File: config.mk
export PLATFORM = sky130hd
export DESIGN_NAME = mmio_timer
export DESIGN_NICKNAME = d
export VERILOG_FILES = /design/src/rtl/mmio_timer_pkg.sv /design/src/rtl/mmio_timer_prescaler.sv /design/src/rtl/mmio_timer.sv
export SDC_FILE = /design/constraint.sdc
export NUM_CORES = 1
export LEC_CHECK = 0
export BUFFER_PORTS_ARGS = -buffer_cell sky130_fd_sc_hd__buf_2
export CORE_ASPECT_RATIO = 0.9
export CORE_MARGIN = 10
export CORE_UTILIZATION = 28
export CTS_CLUSTER_SIZE = 20
export DETAILED_ROUTE_END_ITERATION = 10
export PLACE_DENSITY = 0.41
export SYNTH_ARGS = -nofsm -noshare
export SYNTH_HDL_FRONTEND = slang
export SYNTH_HIERARCHICAL = 1
export SYNTH_SLANG_ARGS = --single-unit
File: constraint.sdc
create_clock -name iCLK -period 6.17 [get_ports iCLK]
set_input_delay 0.9255 -clock iCLK [delete_from_list [all_inputs] [get_ports iCLK]]
set_output_delay 0.9255 -clock iCLK [all_outputs]
set_load 0.03 [all_outputs]
File: src/rtl/mmio_timer_pkg.sv
// Shared definitions for the memory-mapped 64-bit timer/compare block:
// base address, register word offsets, CTRL/STATUS bit positions, lane merge.
package mmio_timer_pkg;

    localparam logic [31:0] TIMER_BASE = 32'hFF20_0500;

    // Register offsets expressed as word index, i.e. DwAddress[4:2]
    typedef enum logic [2:0] {
        OFS_MTIME_LO = 3'd0,
        OFS_MTIME_HI = 3'd1,
        OFS_CMP_LO   = 3'd2,
        OFS_CMP_HI   = 3'd3,
        OFS_CTRL     = 3'd4,
        OFS_STATUS   = 3'd5
    } reg_e;

    localparam int CTRL_EN     = 0;
    localparam int CTRL_IE     = 1;
    localparam int STATUS_PEND = 0;

    typedef struct packed {
        logic ie;
        logic en;
    } ctrl_t;

    // Replace only the byte lanes selected by be
    function automatic logic [31:0] merge_be(input logic [31:0] old,
                                             input logic [31:0] wd,
                                             input logic [3:0]  be);
        logic [31:0] r;
        r = old;
        for (int i = 0; i < 4; i++) begin
            if (be[i]) r[8*i +: 8] = wd[8*i +: 8];
        end
        return r;
    endfunction

endpackage

File: src/rtl/mmio_timer_prescaler.sv
// Divides iCLK down to a one-cycle tick every TICK_DIV cycles while enabled;
// the phase is held at zero whenever counting is disabled.
module timer_prescaler #(
    parameter int TICK_DIV = 50
) (
    input  logic iCLK,
    input  logic iRST,
    input  logic iEN,
    output logic oTick
);

    localparam int CW = (TICK_DIV > 1) ? $clog2(TICK_DIV) : 1;
    localparam logic [CW-1:0] LAST = CW'(TICK_DIV - 1);

    logic [CW-1:0] cnt;

    assign oTick = iEN && (cnt == LAST);

    always_ff @(posedge iCLK or posedge iRST) begin
        if (iRST)
            cnt <= '0;
        else if (!iEN || oTick)
            cnt <= '0;
        else
            cnt <= cnt + 1'b1;
    end

endmodule

File: src/rtl/mmio_timer.sv
// 64-bit mtime/mtimecmp timer on the Dw* data bus with a sticky compare
// pending flag, zero-wait-state reads and a registered level interrupt.
module mmio_timer
    import mmio_timer_pkg::*;
#(
    parameter logic [31:0] BASE_ADDR = TIMER_BASE,
    parameter int          TICK_DIV  = 50
) (
    input  logic        iCLK,
    input  logic        iRST,
    input  logic        DwReadEnable,
    input  logic        DwWriteEnable,
    input  logic [3:0]  DwByteEnable,
    input  logic [31:0] DwAddress,
    input  logic [31:0] DwWriteData,
    output logic [31:0] DwReadData,
    output logic        oIRQ
);

    logic        sel, wr, rd, tick, match, w1c;
    reg_e        ofs;
    logic [63:0] mtime, mtime_nxt;
    logic [63:0] mtimecmp, cmp_nxt;
    logic [31:0] shadow_hi, shadow_nxt;
    ctrl_t       ctrl, ctrl_nxt;
    logic        pending, pend_nxt;
    logic        unused_addr;

    assign unused_addr = ^DwAddress[1:0];

    assign ofs   = reg_e'(DwAddress[4:2]);
    assign sel   = (DwAddress[31:5] == BASE_ADDR[31:5]) && (DwAddress[4:2] <= 3'd5);
    assign wr    = DwWriteEnable && sel;
    assign rd    = DwReadEnable && sel;
    assign match = ctrl.en && (mtime >= mtimecmp);
    assign w1c   = wr && (ofs == OFS_STATUS) && DwByteEnable[0] && DwWriteData[STATUS_PEND];

    timer_prescaler #(.TICK_DIV(TICK_DIV)) u_presc (
        .iCLK  (iCLK),
        .iRST  (iRST),
        .iEN   (ctrl.en),
        .oTick (tick)
    );

    // A bus write to either mtime half replaces the tick result for the full
    // 64 bits, so the untouched half keeps its pre-increment value.
    always_comb begin
        mtime_nxt  = tick ? mtime + 64'd1 : mtime;
        cmp_nxt    = mtimecmp;
        ctrl_nxt   = ctrl;
        shadow_nxt = shadow_hi;
        pend_nxt   = pending;

        if (match)
            pend_nxt = 1'b1;
        else if (w1c)
            pend_nxt = 1'b0;

        if (rd && (ofs == OFS_MTIME_LO))
            shadow_nxt = mtime[63:32];

        if (wr) begin
            case (ofs)
                OFS_MTIME_LO: mtime_nxt = {mtime[63:32],
                                           merge_be(mtime[31:0], DwWriteData, DwByteEnable)};
                OFS_MTIME_HI: mtime_nxt = {merge_be(mtime[63:32], DwWriteData, DwByteEnable),
                                           mtime[31:0]};
                OFS_CMP_LO:   cmp_nxt[31:0]  = merge_be(mtimecmp[31:0], DwWriteData, DwByteEnable);
                OFS_CMP_HI:   cmp_nxt[63:32] = merge_be(mtimecmp[63:32], DwWriteData, DwByteEnable);
                OFS_CTRL: begin
                    if (DwByteEnable[0]) begin
                        ctrl_nxt.en = DwWriteData[CTRL_EN];
                        ctrl_nxt.ie = DwWriteData[CTRL_IE];
                    end
                end
                default: ;
            endcase
        end
    end

    always_ff @(posedge iCLK or posedge iRST) begin
        if (iRST) begin
            mtime     <= '0;
            mtimecmp  <= '1;
            shadow_hi <= '0;
            ctrl      <= '0;
            pending   <= 1'b0;
            oIRQ      <= 1'b0;
        end else begin
            mtime     <= mtime_nxt;
            mtimecmp  <= cmp_nxt;
            shadow_hi <= shadow_nxt;
            ctrl      <= ctrl_nxt;
            pending   <= pend_nxt;
            oIRQ      <= pending & ctrl.ie;
        end
    end

    // Reads see pre-edge register values, so a same-cycle write is not visible yet
    always_comb begin
        DwReadData = '0;
        if (rd) begin
            case (ofs)
                OFS_MTIME_LO: DwReadData = mtime[31:0];
                OFS_MTIME_HI: DwReadData = shadow_hi;
                OFS_CMP_LO:   DwReadData = mtimecmp[31:0];
                OFS_CMP_HI:   DwReadData = mtimecmp[63:32];
                OFS_CTRL: begin
                    DwReadData[CTRL_EN] = ctrl.en;
                    DwReadData[CTRL_IE] = ctrl.ie;
                end
                OFS_STATUS:   DwReadData[STATUS_PEND] = pending;
                default: ;
            endcase
        end
    end

endmodule
==> results of run 1 <==
## worst min-delay path by stage
| stage | endpoint | slack, ns | cells past startpoint |
|---|---|---|---|
| 2_1_floorplan | mtimecmp[7]$_DFFE_PP1P_ | 0.47 | 2 |
| 3_3_place_gp | mtimecmp[39]$_DFFE_PP1P_ | 0.48 | 2 |
| 3_5_place_dp | mtimecmp[12]$_DFFE_PP1P_ | 0.48 | 2 |
| 4_1_cts | u_presc/cnt[2]$_DFF_PP0_ | 0.41 | 2 |
| 5_1_grt | u_presc/cnt[2]$_DFF_PP0_ | 0.42 | 2 |
| 6_report | u_presc/cnt[2]$_DFF_PP0_ | 0.42 | 2 |
## layout make-up
class	count	area [sq um]	share of cell area
Timing Repair Buffer	115	608	0.0477
Sequential cell	170	4330	0.340
Multi-Input combinational cell	847	6270	0.492
Antenna cell	1	2.50	0.000196
Clock buffer	25	527	0.0413
Tap cell	532	666	0.0522
Clock inverter	7	62.6	0.00491
Inverter	72	275	0.0216
## layout by cell type, fill, tap and decap left out, drive strengths merged, types with 2 or more instances in the layout
| master | count |
|---|---|
| buf | 115 |
| dfrtp | 106 |
| a21oi | 103 |
| mux2 | 94 |
| nor2 | 83 |
| nand2 | 81 |
| inv | 72 |
| ha | 67 |
| dfstp | 64 |
| a22oi | 62 |
| o21ai | 57 |
| nand3 | 56 |
| nand4 | 43 |
| nor3 | 26 |
| clkbuf | 25 |
| and3 | 16 |
| a211oi | 16 |
| and2 | 15 |
| o211ai | 14 |
| and4 | 12 |
| nor4 | 11 |
| a21o | 10 |
| or3 | 7 |
| o21a | 7 |
| a211o | 7 |
| a31oi | 6 |
| o22ai | 5 |
| clkinv | 5 |
| a311oi | 4 |
| nor3b | 4 |
| xor2 | 3 |
| or4 | 3 |
| a21boi | 3 |
| nand2b | 3 |
| a221o | 2 |
| o21bai | 2 |
| o31ai | 2 |
| mux2i | 2 |
| or2 | 2 |
## per-layer routing
| layer | vias up | track usage | part of all wire |
|---|---|---|---|
| met5 | - | 0 | 0 |
| met4 | 0 | 0.0281 | 0.0066 |
| met3 | 16 | 0.0294 | 0.041 |
| met2 | 195 | 0.257 | 0.46 |
| met1 | 4726 | 0.233 | 0.50 |
| li1 | 4401 | - | - |
## flip-flops by register name, indices dropped and copies added, names as in the netlist
| register | count |
|---|---|
| ctrl | 2 |
| mtimecmp | 64 |
| shadow_hi | 32 |
| pending | 1 |
| u_presc/cnt | 6 |
| mtime | 64 |
| oIRQ | 1 |
## worst register-to-register path: stages (launching register included)
cell	delay [ns]
dfrtp_1	0.40
inv_1	0.06
ha_1	0.13
nand3_1	0.10
nor4b_1	0.34
buf_4	0.21
and4_1	0.29
nand4_1	0.34
nor3_1	0.85
nand3_1	0.35
o21ai_0	0.26
nand2_1	0.07
a221o_1	0.29
## metrics by stage
stage	hold WS, ns	std cells
4_1_cts	0.411	1768
3_3_place_gp	0.480	1736
6_report	0.423	1769
3_5_place_dp	0.483	1736
2_1_floorplan	0.465	1145
5_1_grt	0.419	1768
## power breakdown
| group | internal, W | leakage (nW) | switching [W] | total [W] |
|---|---|---|---|---|
| clock | 0.000631 | 0.294 | 0.000488 | 0.00112 |
| combinational | 0.0000259 | 2.99 | 0.0000809 | 0.000107 |
| sequential | 0.00112 | 1.99 | 0.0000000000530 | 0.00112 |
| total | 0.00177 | 5.28 | 0.000568 | 0.00234 |
## cell families (layout without fill, tap and decap cells)
group / count (synthesis) / count (layout)
DFF: 170 / 170
AOI/OAI and AO/OA: 311 / 311
adders and majority gates: 67 / 67
other: 0 / 1
buffers and inverters: 128 / 219
xor gates and xnor gates: 4 / 4
muxes: 97 / 97
and+or+nand+nor: 368 / 368
## Yosys cell counts (13+ instances only)
master and number:
dfstp_2 64, nand3_1 55, o211ai_1 14, nand2_1 73, nor3_1 23, o21ai_0 55
and2_1 13, nor2_1 80, clkbuf_1 37, ha_1 67, a211oi_1 14, dfrtp_1 106
and3_1 16, a21oi_1 102, a22oi_1 62, nand4_1 43, mux2_4 75, inv_1 72
==> flow_metrics.py, run 1 <==
metrics = {
    "floorplanning": {
        "die-height_um": 209,
        "dieArea_sq_um": 48100,
        "initial_utilization": 0.283,
        "die_width_um": 230,
        "pin_count": 105,
        "placementRows": 69,
        "core_area_sq_um": 39400,
    },
    "cts": {
        "cts_max_level": 4,
        "cts_max_path_buffers": 2,
        "cts_num_sinks": 170,
        "post_cts_resize_count": 0,
        "clkLatencyLatePin_ns": 0.45,
        "tritoncts": "built",
        "worst_setup_hold_path_clk_slew_ns": 0.07,
        "cts_root_buffer": "clkbuf_16",
        "numCtsBuffers": 17,
        "cts_hold_buffers": 0,
        "cts_setup_buffers": 0,
    },
    "layout": {
        "fraction_of_final_layout_cells_with_drive_strength_greater_than_1": 0.266,
        "final_net_count": 1362,
        "nFillCells": 4150,
        "area_overhead_vs_synth_pct": 14.5,
        "final_cell_area_sq_um": 12700,
        "finished_core_util": 0.324,
    },
    "yosys": {
        "synth-xor-area-share": 0.00315,
        "yosys.area.top_type": "dfrtp_1",
        "total_standard_cell_area_after_synthesis_sq_um": 11100,
        "synth.top_cell.area_share": 0.238,
        "mappedNetlistNets": 1284,
        "synthesis.instances": 1145,
        "synth_mux_area_frac": 0.124,
        "postSynth.asyncResetShare": 1.00,
        "synth_area_per_cell_sq_um": 9.72,
        "ys_dominant_reg_cell": "dfrtp_1",
        "synth.top_cells.by_area": "dfrtp_1, dfstp_2, mux2_4, ha_1, a21oi_1",
        "synth-compound-area-share": 0.177,
        "synth.lib_cells_used.distinct": 80,
        "synth_seq_area_share": 0.390,
        "synth.ff_latch_count": 170,
        "synth_fa_ha_area_frac": 0.0754,
        "main_combinational_cell_family_by_area_after_synthesis": "simple AND/OR/NAND/NOR gates",
        "ys_warn_count": 6,
        "synth_simple_gate_area_frac": 0.181,
        "number_of_synthesized_flops_with_an_enable_pin": 0,
    },
    "timing": {
        "min_period_over_period": 0.679,
        "worstMarginPinSlew_ns": 1.08,
        "clock-skew-final_ns": 0.0108,
        "slew_violations": 0,
        "max_clock_freq_ghz": 0.239,
        "fin_crit_ns": 4.19,
        "headroom_to_the_max_slew_limit": 0.275,
        "final.setup.worst_slack_ns": 1.98,
        "total_negative_setup_slacks_ns": 0,
        "hold_viol": 0,
        "finalSetupViolCount": 0,
        "rsz_0062_raised_after_global_routing": "no",
    },
    "critical_path": {
        "worstReg2RegEnd": "mtime[57]$_DFFE_PP0P_",
        "crit_path_top_delay_cell": "or4_4",
        "timing.critical_path.from": "DwAddress[6]",
        "crit_path_start_kind": "primary input",
        "worstSetupPathType": "in2out",
        "critical_path.n_buffers_inverters": 3,
        "crit_path_end": "DwReadData[12]",
        "critPathArrivalTime_ns": 3.26,
        "critical_path_cell_count": 8,
        "crit_family": "simple AND/OR/NAND/NOR gates",
        "regToRegSetupSlack_ns": 2.36,
        "worst-path-max-fanout": 31,
        "worst_setup_path_end_kind": "output pin",
        "timing.critical_path.slowest_cell_delay_ns": 0.54,
        "reg2reg_from": "u_presc/cnt[1]$_DFF_PP0_",
        "rr_worst_depth": 12,
        "crit_required_ns": 5.24,
        "worstPathCellList": "buf_2, or4_4, nor4_2, nand3_1, or2_1, buf_4, a21oi_1, buf_2",
        "crit_top_cell": "buf_2",
    },
    "pwr": {
        "total_leakage_power_nw": 5.28,
        "vdd_ir_drop_max_mv": 0.135,
        "power_density_nw_per_um2": 184,
        "fin_total_pwr_w": 0.00234,
    },
    "routing": {
        "detail_route.first_pass.iterations": 4,
        "wire_per_inst_um": 22.3,
        "post-route-drc-count": 0,
        "drt_iter0_markers": 650,
        "postRouteAntennaNets": 0,
        "detailroute.via_count": 9338,
        "detail_route.wirelength_um": 39500,
        "vias_per_cell": 5.28,
    },
    "global_route": {
        "grt_start_max_net_pins": 81,
        "grt_util_all_layers": 0.164,
        "first_global_vias": 9290,
        "first_pass_grt_wire_length_um": 60600,
        "grt_remaining_overflow": 0,
        "antenna_found_initial": 1,
    },
    "place": {
        "preCtsSetupSlack_ns": 1.94,
        "post-dp-hpwl_um": 28200,
        "globalplace.congestion": 0.801,
        "placement.cell_area_sq_um": 12200,
        "port_buffers": 102,
    },
    "min_path": {
        "hold_class": "in2async",
    },
    "status": {
        "outcome": "finished clean",
    },
    "flow_run": {
        "maxCapViolCount": 0,
    },
}
Note: power is estimated with default switching activity, not from simulation.
==> run 2, diff against run 1 <==
==> constraint.sdc (replaced) <==
create_clock -name iCLK -period 4.2 [get_ports iCLK]
set_input_delay 0.63 -clock iCLK [delete_from_list [all_inputs] [get_ports iCLK]]
set_output_delay 0.63 -clock iCLK [all_outputs]
set_load 0.03 [all_outputs]
==> flow_metrics.py, run 2 (synthesis results as in run 1) <==
metrics = {
    "status": {
        "outcome": "finished clean",
    },
    "layout": {
        "layout.cells.most_common_list": "dfrtp_1, a21oi_1, buf_2",
        "mostFrequentLayoutCell": "dfrtp_1",
        "layout_top_registers": "mtime: 64 flops, mtimecmp: 64 flops, shadow_hi: 32 flops",
        "final_net_count": 1376,
        "fraction_of_final_layout_cells_with_drive_strength_greater_than_1": 0.273,
        "area_overhead_vs_synth_pct": 15.6,
        "finished_core_util": 0.327,
        "insertedDiodeCount": 0,
        "final_cell_area_sq_um": 12900,
    },
    "cts": {
        "cts_max_level": 4,
        "cts_num_sinks": 170,
        "worst_setup_hold_path_clk_slew_ns": 0.07,
        "cts_root_buffer": "clkbuf_16",
        "tritoncts": "built",
        "cts_hold_buffers": 0,
        "cts_setup_buffers": 0,
        "post_cts_resize_count": 0,
        "cts_max_path_buffers": 2,
        "clkLatencyLatePin_ns": 0.45,
        "numCtsBuffers": 17,
    },
    "floorplanning": {
        "dieArea_sq_um": 48100,
        "die_width_um": 230,
        "die-height_um": 209,
        "core_area_sq_um": 39400,
        "pin_count": 105,
        "placementRows": 69,
        "initial_utilization": 0.283,
    },
    "routing": {
        "postRouteAntennaNets": 0,
        "met3_wirelength_um": 1410,
        "vias_per_cell": 5.29,
        "detail_route.wirelength_um": 39200,
        "wire_per_inst_um": 22.0,
        "drt_iter0_markers": 736,
        "detail_route.first_pass.iterations": 4,
        "top_layer": "met4",
        "post-route-drc-count": 0,
        "met2_wirelength_um": 17200,
        "wl_met1_um": 19900,
        "detailroute.via_count": 9426,
    },
    "timing": {
        "total_negative_setup_slacks_ns": 0,
        "finalSetupViolCount": 0,
        "fin_crit_ns": 3.64,
        "rsz_0062_raised_after_global_routing": "no",
        "hold_viol": 0,
        "slew_violations": 0,
        "worstMarginPinSlew_ns": 1.05,
        "clock-skew-final_ns": 0.00761,
        "max_clock_freq_ghz": 0.275,
        "min_period_over_period": 0.867,
        "headroom_to_the_max_slew_limit": 0.291,
    },
    "flow_run": {
        "maxCapViolCount": 0,
    },
    "place": {
        "port_buffers": 102,
        "globalplace.congestion": 0.809,
        "placement.cell_area_sq_um": 12300,
        "post-dp-hpwl_um": 28500,
    },
    "pwr": {
        "power_density_nw_per_um2": 269,
        "vdd_ir_drop_max_mv": 0.198,
        "total_leakage_power_nw": 5.34,
    },
    "global_route": {
        "grt_remaining_overflow": 0,
        "antenna_found_initial": 0,
        "grt_util_all_layers": 0.164,
        "grt_start_max_net_pins": 165,
        "first_global_vias": 9485,
        "first_pass_grt_wire_length_um": 60600,
    },
    "critical_path": {
        "worstSetupPathType": "in2out",
        "crit_path_start_kind": "primary input",
        "worst-path-max-fanout": 17,
        "regToRegSetupSlack_ns": 0.60,
        "critPathArrivalTime_ns": 3.01,
        "crit_required_ns": 3.57,
        "worst_setup_path_end_kind": "output pin",
    },
    "min_path": {
        "hold_class": "in2async",
    },
}
## run 2: cell count changes in the layout (fill, tap and decap cells not counted), moves of 2 or more
cell,before,now
buf_12,0,2
bufinv_16,1,3
clkbuf_8,5,0
clkinvlp_4,1,4
clkinv_4,0,2
buf_4,13,25
## run 2: final timing paths
check | start | end | cells past startpoint
max | DwAddress[6] | DwReadData[23] | 8
min | iRST | u_presc/cnt[2]$_DFF_PP0_ | 2
max reg2reg | u_presc/cnt[1]$_DFF_PP0_ | mtime[54]$_DFFE_PP0P_ | 13
min reg2reg | mtimecmp[12]$_DFFE_PP1P_ | mtimecmp[12]$_DFFE_PP1P_ | 2
max in group asynchronous | iRST | shadow_hi[14]$_DFFE_PP0P_ | 3
min in group iCLK | DwWriteData[7] | mtime[7]$_DFFE_PP0P_ | 2
## run 2: worst max-delay path, stage by stage
cell	delay (ns)
buf_2	0.09
or4_4	0.53
nor4_2	0.55
nand3_1	0.23
or2_1	0.28
buf_4	0.22
a21oi_1	0.21
buf_2	0.24
## run 2: routing by layer
metal,up-vias,global-route usage
met2,206,0.244
li1,4427,-
met5,-,0
met4,0,0.0458
met3,31,0.0293
met1,4762,0.236
## run 2: metrics by stage
stage | hold WS [ns] | cells | worst slack (ns) | total power (W)
6_report | 0.110 | 1782 | 0.561 | 0.00346
5_1_grt | 0.108 | 1782 | 0.404 | 0.00359
3_3_place_gp | 0.481 | 1750 | 0.641 | 0.00183
2_1_floorplan | 0.421 | 1145 | 0.883 | 0.00173
4_1_cts | 0.0949 | 1782 | 0.574 | 0.00351
3_5_place_dp | 0.483 | 1750 | 0.578 | 0.00183
## run 2: layout make-up
cell class / instances / area [sq um]
flip-flops and latches: 170 / 4330
multi-input cells: 847 / 6260
clock buffers: 20 / 437
repair buffers: 129 / 738
fillers: 4151 / 26500
well taps: 532 / 666
clock inverters: 12 / 150
inverters: 72 / 274
## run 2: power breakdown
| part | internal (W) | switching [W] | leakage (nW) | total, W |
|---|---|---|---|---|
| combinational | 0.0000406 | 0.000117 | 3.06 | 0.000157 |
| clock | 0.000933 | 0.000725 | 0.280 | 0.00166 |
| sequential | 0.00164 | 0.0000000000778 | 1.99 | 0.00164 |
==> run 3, diff against run 2 <==
--- a/config.mk
+++ b/config.mk
@@ -5,13 +5,13 @@
 export SDC_FILE = /design/constraint.sdc
 export NUM_CORES = 1
 export LEC_CHECK = 0
-export BUFFER_PORTS_ARGS = -buffer_cell sky130_fd_sc_hd__buf_2
 export CORE_ASPECT_RATIO = 0.9
 export CORE_MARGIN = 10
-export CORE_UTILIZATION = 28
+export CORE_UTILIZATION = 35
 export CTS_CLUSTER_SIZE = 20
 export DETAILED_ROUTE_END_ITERATION = 10
-export PLACE_DENSITY = 0.41
+export DONT_BUFFER_PORTS = 1
+export PLACE_DENSITY = 0.46
 export SYNTH_ARGS = -nofsm -noshare
 export SYNTH_HDL_FRONTEND = slang
 export SYNTH_HIERARCHICAL = 1
==> constraint.sdc (replaced) <==
create_clock -name iCLK -period 3.83 [get_ports iCLK]
set_input_delay 0.5745 -clock iCLK [delete_from_list [all_inputs] [get_ports iCLK]]
set_output_delay 0.5745 -clock iCLK [all_outputs]
set_load 0.03 [all_outputs]
==> flow_metrics.py, run 3 (synthesis results as in run 1) <==
metrics = {
    "cts": {
        "numCtsBuffers": 17,
        "cts_max_path_buffers": 2,
        "cts_num_sinks": 170,
        "tritoncts": "built",
        "cts_max_level": 4,
        "worst_setup_hold_path_clk_slew_ns": 0.08,
        "cts_setup_buffers": 0,
        "clkLatencyLatePin_ns": 0.45,
        "cts_root_buffer": "clkbuf_16",
    },
    "layout": {
        "mostFrequentLayoutCell": "dfrtp_1",
        "layout.cells.most_common_list": "dfrtp_1, a21oi_1, nor2_1",
        "final_net_count": 1309,
        "insertedDiodeCount": 0,
        "fraction_of_final_layout_cells_with_drive_strength_greater_than_1": 0.233,
        "area_overhead_vs_synth_pct": 12.2,
        "layout_top_registers": "mtime: 64 flops, mtimecmp: 64 flops, shadow_hi: 32 flops",
    },
    "timing": {
        "hold_viol": 0,
        "fin_crit_ns": 3.45,
        "headroom_to_the_max_slew_limit": 0.346,
        "total_negative_setup_slacks_ns": 0,
        "min_period_over_period": 0.901,
        "holdWs_ns": 0.134,
        "rsz_0062_raised_after_global_routing": "no",
        "finalSetupViolCount": 0,
        "max_clock_freq_ghz": 0.290,
        "worstMarginPinSlew_ns": 0.973,
        "slew_violations": 0,
        "clock-skew-final_ns": 0.0207,
    },
    "global_route": {
        "first_pass_grt_wire_length_um": 57500,
        "first_global_vias": 9163,
        "grt_remaining_overflow": 0,
        "antenna_found_initial": 0,
        "use_met1": 0.264,
        "globalRoute.busiestLayer": "met2",
        "grt_start_max_net_pins": 46,
        "use_met2": 0.290,
        "grt_use_met3": 0.0308,
        "grt_util_all_layers": 0.186,
    },
    "critical_path": {
        "worst_setup_path_end_kind": "flip-flop",
        "worstSetupPathType": "reg2reg",
        "crit_path_start_kind": "flip-flop",
        "worst-path-max-fanout": 5,
        "critPathArrivalTime_ns": 3.77,
        "crit_required_ns": 4.15,
        "rr_worst_depth": 13,
    },
    "place": {
        "globalplace.congestion": 0.834,
        "port_buffers": 0,
        "post-dp-hpwl_um": 27000,
    },
    "routing": {
        "post-route-drc-count": 0,
        "vias_per_cell": 5.72,
        "detailroute.via_count": 9100,
        "detail_route.first_pass.iterations": 6,
        "postRouteAntennaNets": 0,
        "drt_iter0_markers": 699,
        "detail_route.wirelength_um": 37000,
        "wire_per_inst_um": 23.2,
    },
    "floorplanning": {
        "initial_utilization": 0.357,
        "dieArea_sq_um": 39300,
        "core_area_sq_um": 31100,
        "placementRows": 61,
        "pin_count": 105,
        "die_width_um": 208,
        "die-height_um": 189,
    },
    "pwr": {
        "netSwitchingFraction": 0.247,
        "switching_power_w": 0.000916,
        "total_leakage_power_nw": 5.08,
        "power_frac_comb": 0.026,
        "power_density_nw_per_um2": 297,
        "vdd_ir_drop_max_mv": 0.302,
        "share_seq_of_total_power": 0.485,
        "cell_internal_pwr_w": 0.00279,
        "clockPowerShare": 0.489,
    },
    "status": {
        "outcome": "finished clean",
    },
    "flow_run": {
        "maxCapViolCount": 0,
    },
    "min_path": {
        "hold_class": "in2async",
    },
}
==> run 3: changes by cell type in the layout (fill, tap and decap cells not counted) <==
cell / change
dlygate4sd3_1: +1
clkbuf_8: +3
clkinvlp_4: -2
buf_2: -102
clkinv_2: -4
inv_8: +1
buf_12: +1
clkinv_4: +2
bufinv_16: -2
clkbuf_1: -3
inv_6: +5
buf_4: +33
==> run 3: path summary, 6_finish.rpt <==
kind | start | endpoint | slack (ns)
setup / recovery | u_presc/cnt[1]$_DFF_PP0_ | mtime[48]$_DFFE_PP0P_ | 0.38
hold / removal | iRST | shadow_hi[30]$_DFFE_PP0P_ | 0.13
setup reg to reg | u_presc/cnt[1]$_DFF_PP0_ | mtime[48]$_DFFE_PP0P_ | 0.38
hold reg to reg | mtimecmp[44]$_DFFE_PP1P_ | mtimecmp[44]$_DFFE_PP1P_ | 0.49
max in group asynchronous | iRST | mtimecmp[55]$_DFFE_PP1P_ | 2.78
min in group iCLK | DwWriteData[1] | mtime[33]$_DFFE_PP0P_ | 0.25
==> run 3: through the flow <==
step,utilization,cell area [sq um],power (W),instances,setup slack (ns)
2_1_floorplan,-,11100,0.00190,1145,0.624
3_3_place_gp,0.381,11900,0.00193,1559,0.391
3_5_place_dp,0.381,11900,0.00193,1559,0.370
4_1_cts,0.401,12500,0.00374,1592,0.417
5_1_grt,0.401,12500,0.00382,1592,0.186
6_report,0.401,12500,0.00371,1592,0.380
==> run 3: area by class of cell <==
class	count	area, sq um
Timing Repair Buffer	62	505
Inverter	72	274
Sequential cell	170	4330
Tap cell	409	512
Fill cell	3123	18700
Clock buffer	20	467
Multi-Input combinational cell	847	6260
Clock inverter	12	128
==> run 3: what timing repair did <==
| action | CTS | global route |
|---|---|---|
| hold buffers | 1 | 0 |
| gates resized for setup | 0 | 0 |
| endpoints found under the hold margin | 6 | 0 |
==> run 3: power by group through the flow <==
stage	logic (W)	registers (W)	clock network, W
2_1_floorplan	0.0000701	0.00183	0
3_3_place_gp	0.0000973	0.00183	0
3_5_place_dp	0.0000972	0.00183	0
4_1_cts	0.0000989	0.00180	0.00185
5_1_grt	0.000107	0.00180	0.00192
6_report	0.0000947	0.00180	0.00181
==> run 3: layer usage <==
metal | share of wire | vias to the layer above
li1 | - | 4292
met1 | 0.48 | 4559
met2 | 0.46 | 228
met3 | 0.055 | 21
met4 | 0.0084 | 0
met5 | 0 | -
==> run 3: worst max-delay path: stages (launching register included) <==
cell and delay (ns):
dfrtp_1 0.41, inv_1 0.07, ha_1 0.13, nand3_1 0.10, nor4b_1 0.33, buf_4 0.21
and4_1 0.31, nand3_1 0.25, or3_1 0.53, nor3_2 0.40, buf_4 0.22, a21oi_1 0.06
o21ai_0 0.15, o311ai_0 0.15
